[config.mk]
export PLATFORM = sky130hd
export DESIGN_NAME = unified_mem_arbiter_flat
export DESIGN_NICKNAME = d
export VERILOG_FILES = /design/src/rtl/unified_mem_arbiter_if.sv /design/src/rtl/unified_mem_arbiter.sv /design/src/flat_wrapper.sv
export SDC_FILE = /design/constraint.sdc
export NUM_CORES = 1
export LEC_CHECK = 0
export CAP_MARGIN = 40
export CORE_ASPECT_RATIO = 1.2
export CORE_UTILIZATION = 45
export CTS_BUF_LIST = sky130_fd_sc_hd__clkbuf_16
export CTS_CLUSTER_SIZE = 10
export DETAILED_ROUTE_END_ITERATION = 6
export PLACE_DENSITY = 0.92
export SLEW_MARGIN = 20
export SYNTH_ARGS = -nofsm -noshare
export SYNTH_HDL_FRONTEND = slang
export SYNTH_SLANG_ARGS = --single-unit
[constraint.sdc]
create_clock -name clk -period 2.7 [get_ports clk]
set_clock_uncertainty 0.05 [all_clocks]
set_input_delay 0.54 -clock clk [delete_from_list [all_inputs] [get_ports clk]]
set_output_delay 0.54 -clock clk [all_outputs]
set_load 0.03 [all_outputs]
[src/rtl/unified_mem_arbiter_if.sv]
// Bus bundle for the unified memory arbiter: fetch port, data port and memory side.
// The slave modport is the arbiter's view; the master modport is the surrounding system's view.
interface unified_mem_arbiter_if #(
    parameter int ADDR_W = 32,
    parameter int DATA_W = 32
);
    logic              i_req;
    logic [ADDR_W-1:0] i_addr;
    logic              i_flush;
    logic              i_ready;
    logic              i_rvalid;
    logic [DATA_W-1:0] i_rdata;
    logic              d_req;
    logic              d_we;
    logic [ADDR_W-1:0] d_addr;
    logic [DATA_W-1:0] d_wdata;
    logic              d_ready;
    logic              d_rvalid;
    logic [DATA_W-1:0] d_rdata;
    logic              mem_req;
    logic              mem_we;
    logic [ADDR_W-1:0] mem_addr;
    logic [DATA_W-1:0] mem_wdata;
    logic [DATA_W-1:0] mem_rdata;

    modport slave (
        input  i_req, i_addr, i_flush, d_req, d_we, d_addr, d_wdata, mem_rdata,
        output i_ready, i_rvalid, i_rdata, d_ready, d_rvalid, d_rdata,
               mem_req, mem_we, mem_addr, mem_wdata
    );

    modport master (
        output i_req, i_addr, i_flush, d_req, d_we, d_addr, d_wdata, mem_rdata,
        input  i_ready, i_rvalid, i_rdata, d_ready, d_rvalid, d_rdata,
               mem_req, mem_we, mem_addr, mem_wdata
    );
endinterface

[src/rtl/unified_mem_arbiter.sv]
// Arbitrates fetch (I) and data (D) ports onto one fixed-latency memory, one access at a time.
// D has priority; a saturating starvation counter forces an I grant after STARVE_LIMIT D grants.
module unified_mem_arbiter #(
    parameter int ADDR_W       = 32,
    parameter int DATA_W       = 32,
    parameter int MEM_LATENCY  = 4,
    parameter int STARVE_LIMIT = 3
) (
    input  logic                    clk,
    input  logic                    reset,
    unified_mem_arbiter_if.slave    bus,
    output logic                    busy
);
    localparam int LW = (MEM_LATENCY > 1) ? $clog2(MEM_LATENCY) : 1;
    localparam int SW = (STARVE_LIMIT > 0) ? $clog2(STARVE_LIMIT + 1) : 1;
    localparam logic [LW-1:0] LAT_INIT   = LW'(MEM_LATENCY - 1);
    localparam logic [SW-1:0] STARVE_MAX = SW'(STARVE_LIMIT);

    typedef enum logic [1:0] {
        IDLE = 2'd0,
        BUSY = 2'd1,
        RESP = 2'd2
    } state_e;

    state_e            state_q, state_d;
    logic [LW-1:0]     lat_q, lat_d;
    logic [SW-1:0]     starve_q, starve_d;
    logic              own_i_q, own_i_d;
    logic              we_q, we_d;
    logic              cancel_q, cancel_d;
    logic [ADDR_W-1:0] addr_q, addr_d;
    logic [DATA_W-1:0] wdata_q, wdata_d;
    logic [DATA_W-1:0] i_rdata_q, i_rdata_d;
    logic [DATA_W-1:0] d_rdata_q, d_rdata_d;

    logic              i_gnt_s, d_gnt_s, force_i_s;
    logic              i_rvalid_s, d_rvalid_s;
    logic [ADDR_W-1:0] mem_addr_s;
    logic [DATA_W-1:0] mem_wdata_s;

    assign force_i_s = (STARVE_LIMIT != 0) && (starve_q == STARVE_MAX);

    // Next-state, arbitration and per-state outputs.
    always_comb begin
        state_d     = state_q;
        lat_d       = lat_q;
        own_i_d     = own_i_q;
        we_d        = we_q;
        cancel_d    = cancel_q;
        addr_d      = addr_q;
        wdata_d     = wdata_q;
        i_rdata_d   = i_rdata_q;
        d_rdata_d   = d_rdata_q;
        i_gnt_s     = 1'b0;
        d_gnt_s     = 1'b0;
        i_rvalid_s  = 1'b0;
        d_rvalid_s  = 1'b0;
        mem_addr_s  = addr_q;
        mem_wdata_s = wdata_q;
        case (state_q)
            IDLE: begin
                i_gnt_s     = bus.i_req && !bus.i_flush && (!bus.d_req || force_i_s);
                d_gnt_s     = bus.d_req && !i_gnt_s;
                mem_addr_s  = {ADDR_W{1'b0}};
                mem_wdata_s = {DATA_W{1'b0}};
                if (i_gnt_s || d_gnt_s) begin
                    state_d     = BUSY;
                    lat_d       = LAT_INIT;
                    own_i_d     = i_gnt_s;
                    we_d        = d_gnt_s && bus.d_we;
                    cancel_d    = 1'b0;
                    addr_d      = i_gnt_s ? bus.i_addr : bus.d_addr;
                    wdata_d     = d_gnt_s ? bus.d_wdata : {DATA_W{1'b0}};
                    mem_addr_s  = addr_d;
                    mem_wdata_s = wdata_d;
                end else begin
                    state_d = IDLE;
                end
            end
            BUSY: begin
                if (own_i_q && bus.i_flush) begin
                    cancel_d = 1'b1;
                end else begin
                    cancel_d = cancel_q;
                end
                // Memory data is only valid in the final BUSY cycle.
                if (lat_q == {LW{1'b0}}) begin
                    state_d = RESP;
                    if (own_i_q) begin
                        i_rdata_d = bus.mem_rdata;
                    end else begin
                        d_rdata_d = we_q ? {DATA_W{1'b0}} : bus.mem_rdata;
                    end
                end else begin
                    lat_d = lat_q - LW'(1);
                end
            end
            RESP: begin
                state_d    = IDLE;
                cancel_d   = 1'b0;
                i_rvalid_s = own_i_q && !cancel_q && !bus.i_flush;
                d_rvalid_s = !own_i_q;
            end
            default: begin
                state_d = IDLE;
            end
        endcase

        if (!bus.i_req || i_gnt_s) begin
            starve_d = {SW{1'b0}};
        end else if (d_gnt_s && (starve_q != STARVE_MAX)) begin
            starve_d = starve_q + SW'(1);
        end else begin
            starve_d = starve_q;
        end
    end

    // State and datapath registers; reset drops any in-flight access.
    always_ff @(posedge clk) begin
        if (reset) begin
            state_q   <= IDLE;
            lat_q     <= {LW{1'b0}};
            starve_q  <= {SW{1'b0}};
            own_i_q   <= 1'b0;
            we_q      <= 1'b0;
            cancel_q  <= 1'b0;
            addr_q    <= {ADDR_W{1'b0}};
            wdata_q   <= {DATA_W{1'b0}};
            i_rdata_q <= {DATA_W{1'b0}};
            d_rdata_q <= {DATA_W{1'b0}};
        end else begin
            state_q   <= state_d;
            lat_q     <= lat_d;
            starve_q  <= starve_d;
            own_i_q   <= own_i_d;
            we_q      <= we_d;
            cancel_q  <= cancel_d;
            addr_q    <= addr_d;
            wdata_q   <= wdata_d;
            i_rdata_q <= i_rdata_d;
            d_rdata_q <= d_rdata_d;
        end
    end

    assign bus.i_ready   = i_gnt_s;
    assign bus.d_ready   = d_gnt_s;
    assign bus.i_rvalid  = i_rvalid_s;
    assign bus.d_rvalid  = d_rvalid_s;
    assign bus.i_rdata   = i_rdata_q;
    assign bus.d_rdata   = d_rdata_q;
    assign bus.mem_req   = i_gnt_s || d_gnt_s;
    assign bus.mem_we    = d_gnt_s && bus.d_we;
    assign bus.mem_addr  = mem_addr_s;
    assign bus.mem_wdata = mem_wdata_s;
    assign busy          = (state_q != IDLE);
endmodule

[src/flat_wrapper.sv]
// flat-port wrapper written by rule: the top's interface ports become plain ports
module unified_mem_arbiter_flat 
#(
    parameter int ADDR_W       = 32,
    parameter int DATA_W       = 32,
    parameter int MEM_LATENCY  = 4,
    parameter int STARVE_LIMIT = 3
)
  (clk, reset, busy, bus_i_req, bus_i_addr, bus_i_flush, bus_d_req, bus_d_we, bus_d_addr, bus_d_wdata, bus_mem_rdata, bus_i_ready, bus_i_rvalid, bus_i_rdata, bus_d_ready, bus_d_rvalid, bus_d_rdata, bus_mem_req, bus_mem_we, bus_mem_addr, bus_mem_wdata);
  unified_mem_arbiter_if #(.ADDR_W(ADDR_W), .DATA_W(DATA_W)) bus_i ();
  input  logic clk;
  input  logic reset;
  output logic busy;
  input wire logic [$bits(bus_i.i_req)-1:0] bus_i_req;
  input wire logic [$bits(bus_i.i_addr)-1:0] bus_i_addr;
  input wire logic [$bits(bus_i.i_flush)-1:0] bus_i_flush;
  input wire logic [$bits(bus_i.d_req)-1:0] bus_d_req;
  input wire logic [$bits(bus_i.d_we)-1:0] bus_d_we;
  input wire logic [$bits(bus_i.d_addr)-1:0] bus_d_addr;
  input wire logic [$bits(bus_i.d_wdata)-1:0] bus_d_wdata;
  input wire logic [$bits(bus_i.mem_rdata)-1:0] bus_mem_rdata;
  output wire logic [$bits(bus_i.i_ready)-1:0] bus_i_ready;
  output wire logic [$bits(bus_i.i_rvalid)-1:0] bus_i_rvalid;
  output wire logic [$bits(bus_i.i_rdata)-1:0] bus_i_rdata;
  output wire logic [$bits(bus_i.d_ready)-1:0] bus_d_ready;
  output wire logic [$bits(bus_i.d_rvalid)-1:0] bus_d_rvalid;
  output wire logic [$bits(bus_i.d_rdata)-1:0] bus_d_rdata;
  output wire logic [$bits(bus_i.mem_req)-1:0] bus_mem_req;
  output wire logic [$bits(bus_i.mem_we)-1:0] bus_mem_we;
  output wire logic [$bits(bus_i.mem_addr)-1:0] bus_mem_addr;
  output wire logic [$bits(bus_i.mem_wdata)-1:0] bus_mem_wdata;
  assign bus_i.i_req = bus_i_req;
  assign bus_i.i_addr = bus_i_addr;
  assign bus_i.i_flush = bus_i_flush;
  assign bus_i.d_req = bus_d_req;
  assign bus_i.d_we = bus_d_we;
  assign bus_i.d_addr = bus_d_addr;
  assign bus_i.d_wdata = bus_d_wdata;
  assign bus_i.mem_rdata = bus_mem_rdata;
  assign bus_i_ready = bus_i.i_ready;
  assign bus_i_rvalid = bus_i.i_rvalid;
  assign bus_i_rdata = bus_i.i_rdata;
  assign bus_d_ready = bus_i.d_ready;
  assign bus_d_rvalid = bus_i.d_rvalid;
  assign bus_d_rdata = bus_i.d_rdata;
  assign bus_mem_req = bus_i.mem_req;
  assign bus_mem_we = bus_i.mem_we;
  assign bus_mem_addr = bus_i.mem_addr;
  assign bus_mem_wdata = bus_i.mem_wdata;
  unified_mem_arbiter #(.ADDR_W(ADDR_W), .DATA_W(DATA_W), .MEM_LATENCY(MEM_LATENCY), .STARVE_LIMIT(STARVE_LIMIT)) u_core (.clk(clk), .reset(reset), .bus(bus_i), .busy(busy));
endmodule
# Word-level counts from Yosys, hierarchy flattened
# Index checks and enable logic that the tools add are counted.
# op_classes
eq_ne,8
magnitude_cmp,0
addsub,2
multipliers,0
shifts,0
n_bitwise,1
div,0
reduce_logical,30
mux,20
# op_table
cell,count
two-way mux 32 bit,7
AND reduction 3 bit,4
logical AND 1 bit,9
case mux 2 bit (2 select lines),2
two-way mux 1 bit,7
zero test 1 bit,6
two-way mux 2 bit,3
inequality test 2 x 1 -> 1 bit (second input constant),3
equality test 2 bit (second input constant),2
zero test 2 bit,2
logical OR 1 bit,4
inequality test 2 bit (second input constant),2
nonzero test 2 bit,2
case mux 1 bit (3 select lines),1
nonzero test 3 bit,1
adder 2 x 1 -> 2 bit (second input constant),1
equality test 2 x 1 -> 1 bit (second input constant),1
AND reduction 2 bit,1
OR reduction 2 bit,1
subtractor 2 x 1 -> 2 bit (second input constant),1
inverter 1 bit,1
# word_totals
mem_bits_ro,0
latchBits,0
register_bits,137
input_bits,134
n_memories,0
mem_bits_rw,0
word_cells,71

# Depth between registers and ports, before layout
# logic_depth
word_depth,8
ltp_mapped,8
depth_no_buf,6

# Worst setup path after synthesis
# OpenSTA, ideal clock, no wires.
# synth_timing
path_type,input port to output port
start,in bus_i_req
end,out bus_mem_addr[10]
t_required_ns,2.110
cell_stages,5
path_slack_ns,0.246
arrival_ns,1.864
path_buffers,1
path_cell_list,nor2b_4 -> nand2_2 -> buf_4 -> mux2i_1 -> o21ai_0
# synth_via
elab_chain_len,7
# synth_lines
element,line_no,source
"start, declared",flat_wrapper.sv:14,input wire logic [$bits(bus_i.i_req)-1:0] bus_i_req;
logical AND 1 bit * (2 in series),unified_mem_arbiter.sv:62,i_gnt_s = bus.i_req && !bus.i_flush && (!bus.d_req || force_i_s);
zero test 1 bit,unified_mem_arbiter.sv:63,d_gnt_s = bus.d_req && !i_gnt_s;
logical AND 1 bit,unified_mem_arbiter.sv:63,
logical OR 1 bit,unified_mem_arbiter.sv:66,if (i_gnt_s || d_gnt_s) begin
two-way mux 32 bit *,unified_mem_arbiter.sv:66,
two-way mux 32 bit *,unified_mem_arbiter.sv:60,case (state_q)
"end, declared",flat_wrapper.sv:30,output wire logic [$bits(bus_i.mem_addr)-1:0] bus_mem_addr;
# Every way passes the cells marked *; elsewhere a longest branch is shown, timed or not.

# Worst setup path in the final report
# layout_timing
start,reg u_core.starve_q[0]
end,out bus_mem_addr[29]
# layout_via
elab_chain_len,8
# layout_lines
element,line_no,source
"start, declared",unified_mem_arbiter.sv:27,"logic [SW-1:0] starve_q, starve_d;"
"start signal, assigned",unified_mem_arbiter.sv:123,starve_q <= {SW{1'b0}};
"start signal, assigned",unified_mem_arbiter.sv:134,starve_q <= starve_d;
equality test 2 bit *,unified_mem_arbiter.sv:41,assign force_i_s = (STARVE_LIMIT != 0) && (starve_q == STARVE_MAX);
logical OR 1 bit *,unified_mem_arbiter.sv:62,
logical AND 1 bit *,unified_mem_arbiter.sv:62,
zero test 1 bit,unified_mem_arbiter.sv:63,
logical AND 1 bit,unified_mem_arbiter.sv:63,
logical OR 1 bit,unified_mem_arbiter.sv:66,
two-way mux 32 bit *,unified_mem_arbiter.sv:66,
two-way mux 32 bit *,unified_mem_arbiter.sv:60,
# Marks and branches as above.

==> impl_summary.md <==
Floorplan
In this run the vertical extent of the chip is around 130 microns. In this run the count of I/O pins placed on the die edge is around 270. The area inside the core boundary is 12670 sq um. From left edge to right edge, the die measures 106.2 microns. The initial utilization of the core area, before any placement, comes to 46.26%. The floorplan step defined a die boundary enclosing 13490 sq um. The number of standard-cell rows in the floorplan is 45.

Run status
The flow ran to the end, and the final reports show no timing, DRC or antenna violations.

Detailed routing
The vias after detailed routing is between 6000 and 7000. Dividing the detail-routed wire length by the instance count gives 16.70 microns. For this block, the initial DRC count from the detailed router was 351. The first TritonRoute pass finished after 4 iterations.

The total length of routed wires is 18890 microns. Once detail routing completed, the nets flagged for antenna violations numbered 0. In the routed design, unresolved DRC markers number 0. The ratio of routed vias to standard cells is 5.520.

Finish
The area taken by flip-flops and latches is 2743 sq um. The number of nets in the layout is 1090. Excluding fillers, the count of instances in the completed layout stands at 1131. Summing all multi-input logic gate instances after layout gives 2925 sq um. The final instance area is 9474 sq um. The fill cell total of the finished layout is 860. Compared with the post-synthesis result, the final layout area differs by 61.66%. Of the cells placed in the final design, the portion with a size suffix greater than 1 is 17.18%.

STA
At the pin with the least slew margin, the transition time is 0.6469 ns. Derived from the worst setup path, the maximum achievable clock frequency is between 300 and 400 MHz. The sum of negative setup slack is 0 ns.

The clock period could shrink to 2.590 ns. Setup repair after global routing left no endpoint under its margin. The worst pin sits at a relative slew slack of 56.87%.

The final hold slack is 0.3989 ns. The number of slew-limit violations in the final report is 0. Setup violations remaining at the end of the flow were counted as 0. The final critical path takes up 95.91% of the cycle. The final-report hold violation count was 0.

Setup path
STA classifies the critical path endpoint as an output pin. The worst setup path is of the reg2out kind. The cell with the largest stage delay on the worst path is dfxtp_1. The maximum fanout encountered on the critical timing path is 7. The endpoint required time on the critical path is 2.11 ns. The startpoint type of the worst setup path is a flip-flop. Traced cell by cell, the critical path runs through ha_2 > nand2b_4 > nand2_4 > clkbuf_16 > mux2i_2 > o21ai_0 > buf_4.

In this design, the stage delay of the slowest critical-path cell is about 0.36 ns. For the worst setup path, the data arrival time is 2.00 ns.

Power
Summed over all cells, the static leakage comes to 3.664 nW. The total power is 6.258 mW. Dividing total power by cell area gives a power density of 660.5 nW/um^2. The worst voltage drop across the vdd grid is 359.3 uV.

Clocking
The number of sinks on the clock net is approximately 140. The H-tree depth reported by CTS is 4. The buffer cell driving the clock tree root is clkbuf_16. The number of clock buffers added by TritonCTS is 17.

TritonCTS built the clock tree. The count of hold buffers inserted by post-cts repair is 0. The clock latency on the worst-skew pair is 0.40 ns.

Clock-pin slew was measured on the worst setup and hold paths at 0.05 ns. Counting along the longest clock path gives a buffer depth of 2.

Logic synthesis
Counting distinct cell types in the post-synthesis netlist gives 34. After synthesis the cells add up to 5861 sq um. By area the synthesized netlist is led by dfxtp_1 47%, nand2_1 8.2%, a21oi_1 5.7%, mux2i_1 5.5%, nor2_1 4.9%. The net count of the mapped netlist is about 830.

The area share of the largest cell type after synthesis is between 40% and 50%. The average instance in the mapped netlist occupies 8.420 sq um. The sequential element share of the synthesized area is around 47%. The Yosys step of the flow raised 0 warnings.

Synthesis produced a netlist whose cell count is 696. The synthesized flop and latch total is 137. The library cell with the largest summed area after synthesis is dfxtp_1.

Global routing
The initial antenna violation count is 1. Global routing consumed, on the met2 layer, 46.29% of the routing resources. Global routing used 25.92% of the available tracks across all layers.

Entering global routing, the biggest net connects 66 pins. The wire length of the first global-routing pass is 27990 microns. The most used routing layer is met2. The number of global-route vias before repair is 5678. In the global route stage, met3 resource usage came out at approximately 6.6%.

After global routing the overflow that remains totals 0. Global routing consumed, on the met1 layer, 29.18% of the routing resources.

Placement
The weighted congestion reported at the end of routability-driven placement is 0.8312. After detailed placement, the total cell area comes to 8584 sq um. The number of buffer cells added on primary ports is 268. After detailed placement, the design holds a cell count of about 1100. The total half-perimeter wirelength after legalization and detailed placement is about 12000 microns.

Min path
The class of the tightest hold or removal check is reg2reg.

Flow run
The count of max-cap constraint violations is 0.
## registers in the layout (all words and copies together), names as in the netlist, 2 cells and up
register / count
u_core.addr_q: 32
u_core.bus.i_rdata: 32
u_core.wdata_q: 32
u_core.bus.d_rdata: 32
u_core.state_q: 2
u_core.lat_q: 2
u_core.starve_q: 2
## through the flow
stage	utilization [%]	setup slack, ns
floorplan	-	0.2464
global placement	67.76	-0.06582
detailed placement	67.76	-0.08593
CTS	73.05	-0.04940
global route	74.77	0.001766
finish	74.79	0.1104
## final cells by class
type	instances	share of cell area [%]
clock inverter	14	1.823
sequential	137	28.95
antenna	1	0.02641
tap	164	2.166
timing repair buffer	301	31.43
clock buffer	17	4.490
multi-input combinational	491	30.88
inverter	6	0.2377
## final timing paths
kind,cells after the start,startpoint,end,slack [ns]
min reg2reg,2,u_core.bus.d_rdata[23]$_SDFFE_PP0P_,u_core.bus.d_rdata[23]$_SDFFE_PP0P_,0.40
min,2,u_core.bus.d_rdata[23]$_SDFFE_PP0P_,u_core.bus.d_rdata[23]$_SDFFE_PP0P_,0.40
max,7,u_core.starve_q[0]$_SDFFE_PP0P_,bus_mem_addr[29],0.11
max reg2reg,7,u_core.lat_q[0]$_SDFFE_PP0P_,u_core.bus.d_rdata[13]$_SDFFE_PP0P_,0.77
## cells in the final DEF, fill, tap and decap left out, types with 2 or more instances in the layout
cell	instances
clkinvlp_4	2
nand2b_1	4
buf_12	8
dfxtp_1	137
a211oi_1	32
bufinv_16	3
mux2i_2	21
mux2i_1	10
o21ai_0	31
buf_6	6
nor2_1	74
a22o_1	32
clkinv_4	2
inv_6	3
o21ai_1	3
inv_1	4
clkdlybuf4s50_1	195
buf_4	83
nand2_1	128
clkinv_1	2
inv_2	2
a22oi_1	33
buf_16	2
a21oi_1	67
nor2_2	3
nand3b_1	33
dlygate4sd2_1	2
nor3b_1	2
clkbuf_16	20
## routing by layer
| layer | up-vias | part of all wire [%] |
|---|---|---|
| met4 | 0 | 2.6 |
| met5 | - | 0 |
| li1 | 2956 | - |
| met2 | 282 | 51 |
| met3 | 38 | 7.2 |
| met1 | 2967 | 40 |
## kinds of logic after synthesis
| group | share of synthesized area, % |
|---|---|
| adder cells (fa/ha/maj) | 0.4269 |
| AND/OR/NAND/NOR | 19.19 |
| multiplexers | 5.465 |
| flip-flops | 46.80 |
| AO/OA/AOI/OAI | 22.67 |
| buffers and inverters | 5.444 |
## worst max-delay path: cells and delay by family, from the launching register on
kind                     cells  cell delay (ns)
multiplexers                 1             0.16
flip-flops                   1             0.36
adder cells (fa/ha/maj)      1             0.24
buffers and inverters        2             0.41
AO/OA/AOI/OAI                1             0.19
AND/OR/NAND/NOR              2             0.24
## repair_timing
item,in CTS,in global routing
gates resized for setup,7,32
cloned,2,4
endpoints found under the setup margin,39,60
pin swaps,1,3
buffers inserted,1,0
## Yosys cell counts (all sizes together)
cell type,n
buf,26
a21oi,67
ha,2
nand2b,5
and2,1
o21ai,35
inv,6
nand2,129
a211oi,33
nor3,1
a221oi,1
a32oi,1
clkbuf,36
a22o,32
nor2b,2
or2,1
dfxtp,137
a2bb2oi,1
nor3b,2
nor4,1
a22oi,33
nor2,77
nand4b,1
nand3b,33
mux2i,32
a21o,1
## power breakdown
| part | switching, mW | internal, mW |
|---|---|---|
| logic | 0.933 | 0.727 |
| registers | 0.0805 | 2.16 |
| clock network | 0.898 | 1.46 |
Note: power is estimated with default switching activity, not from simulation.
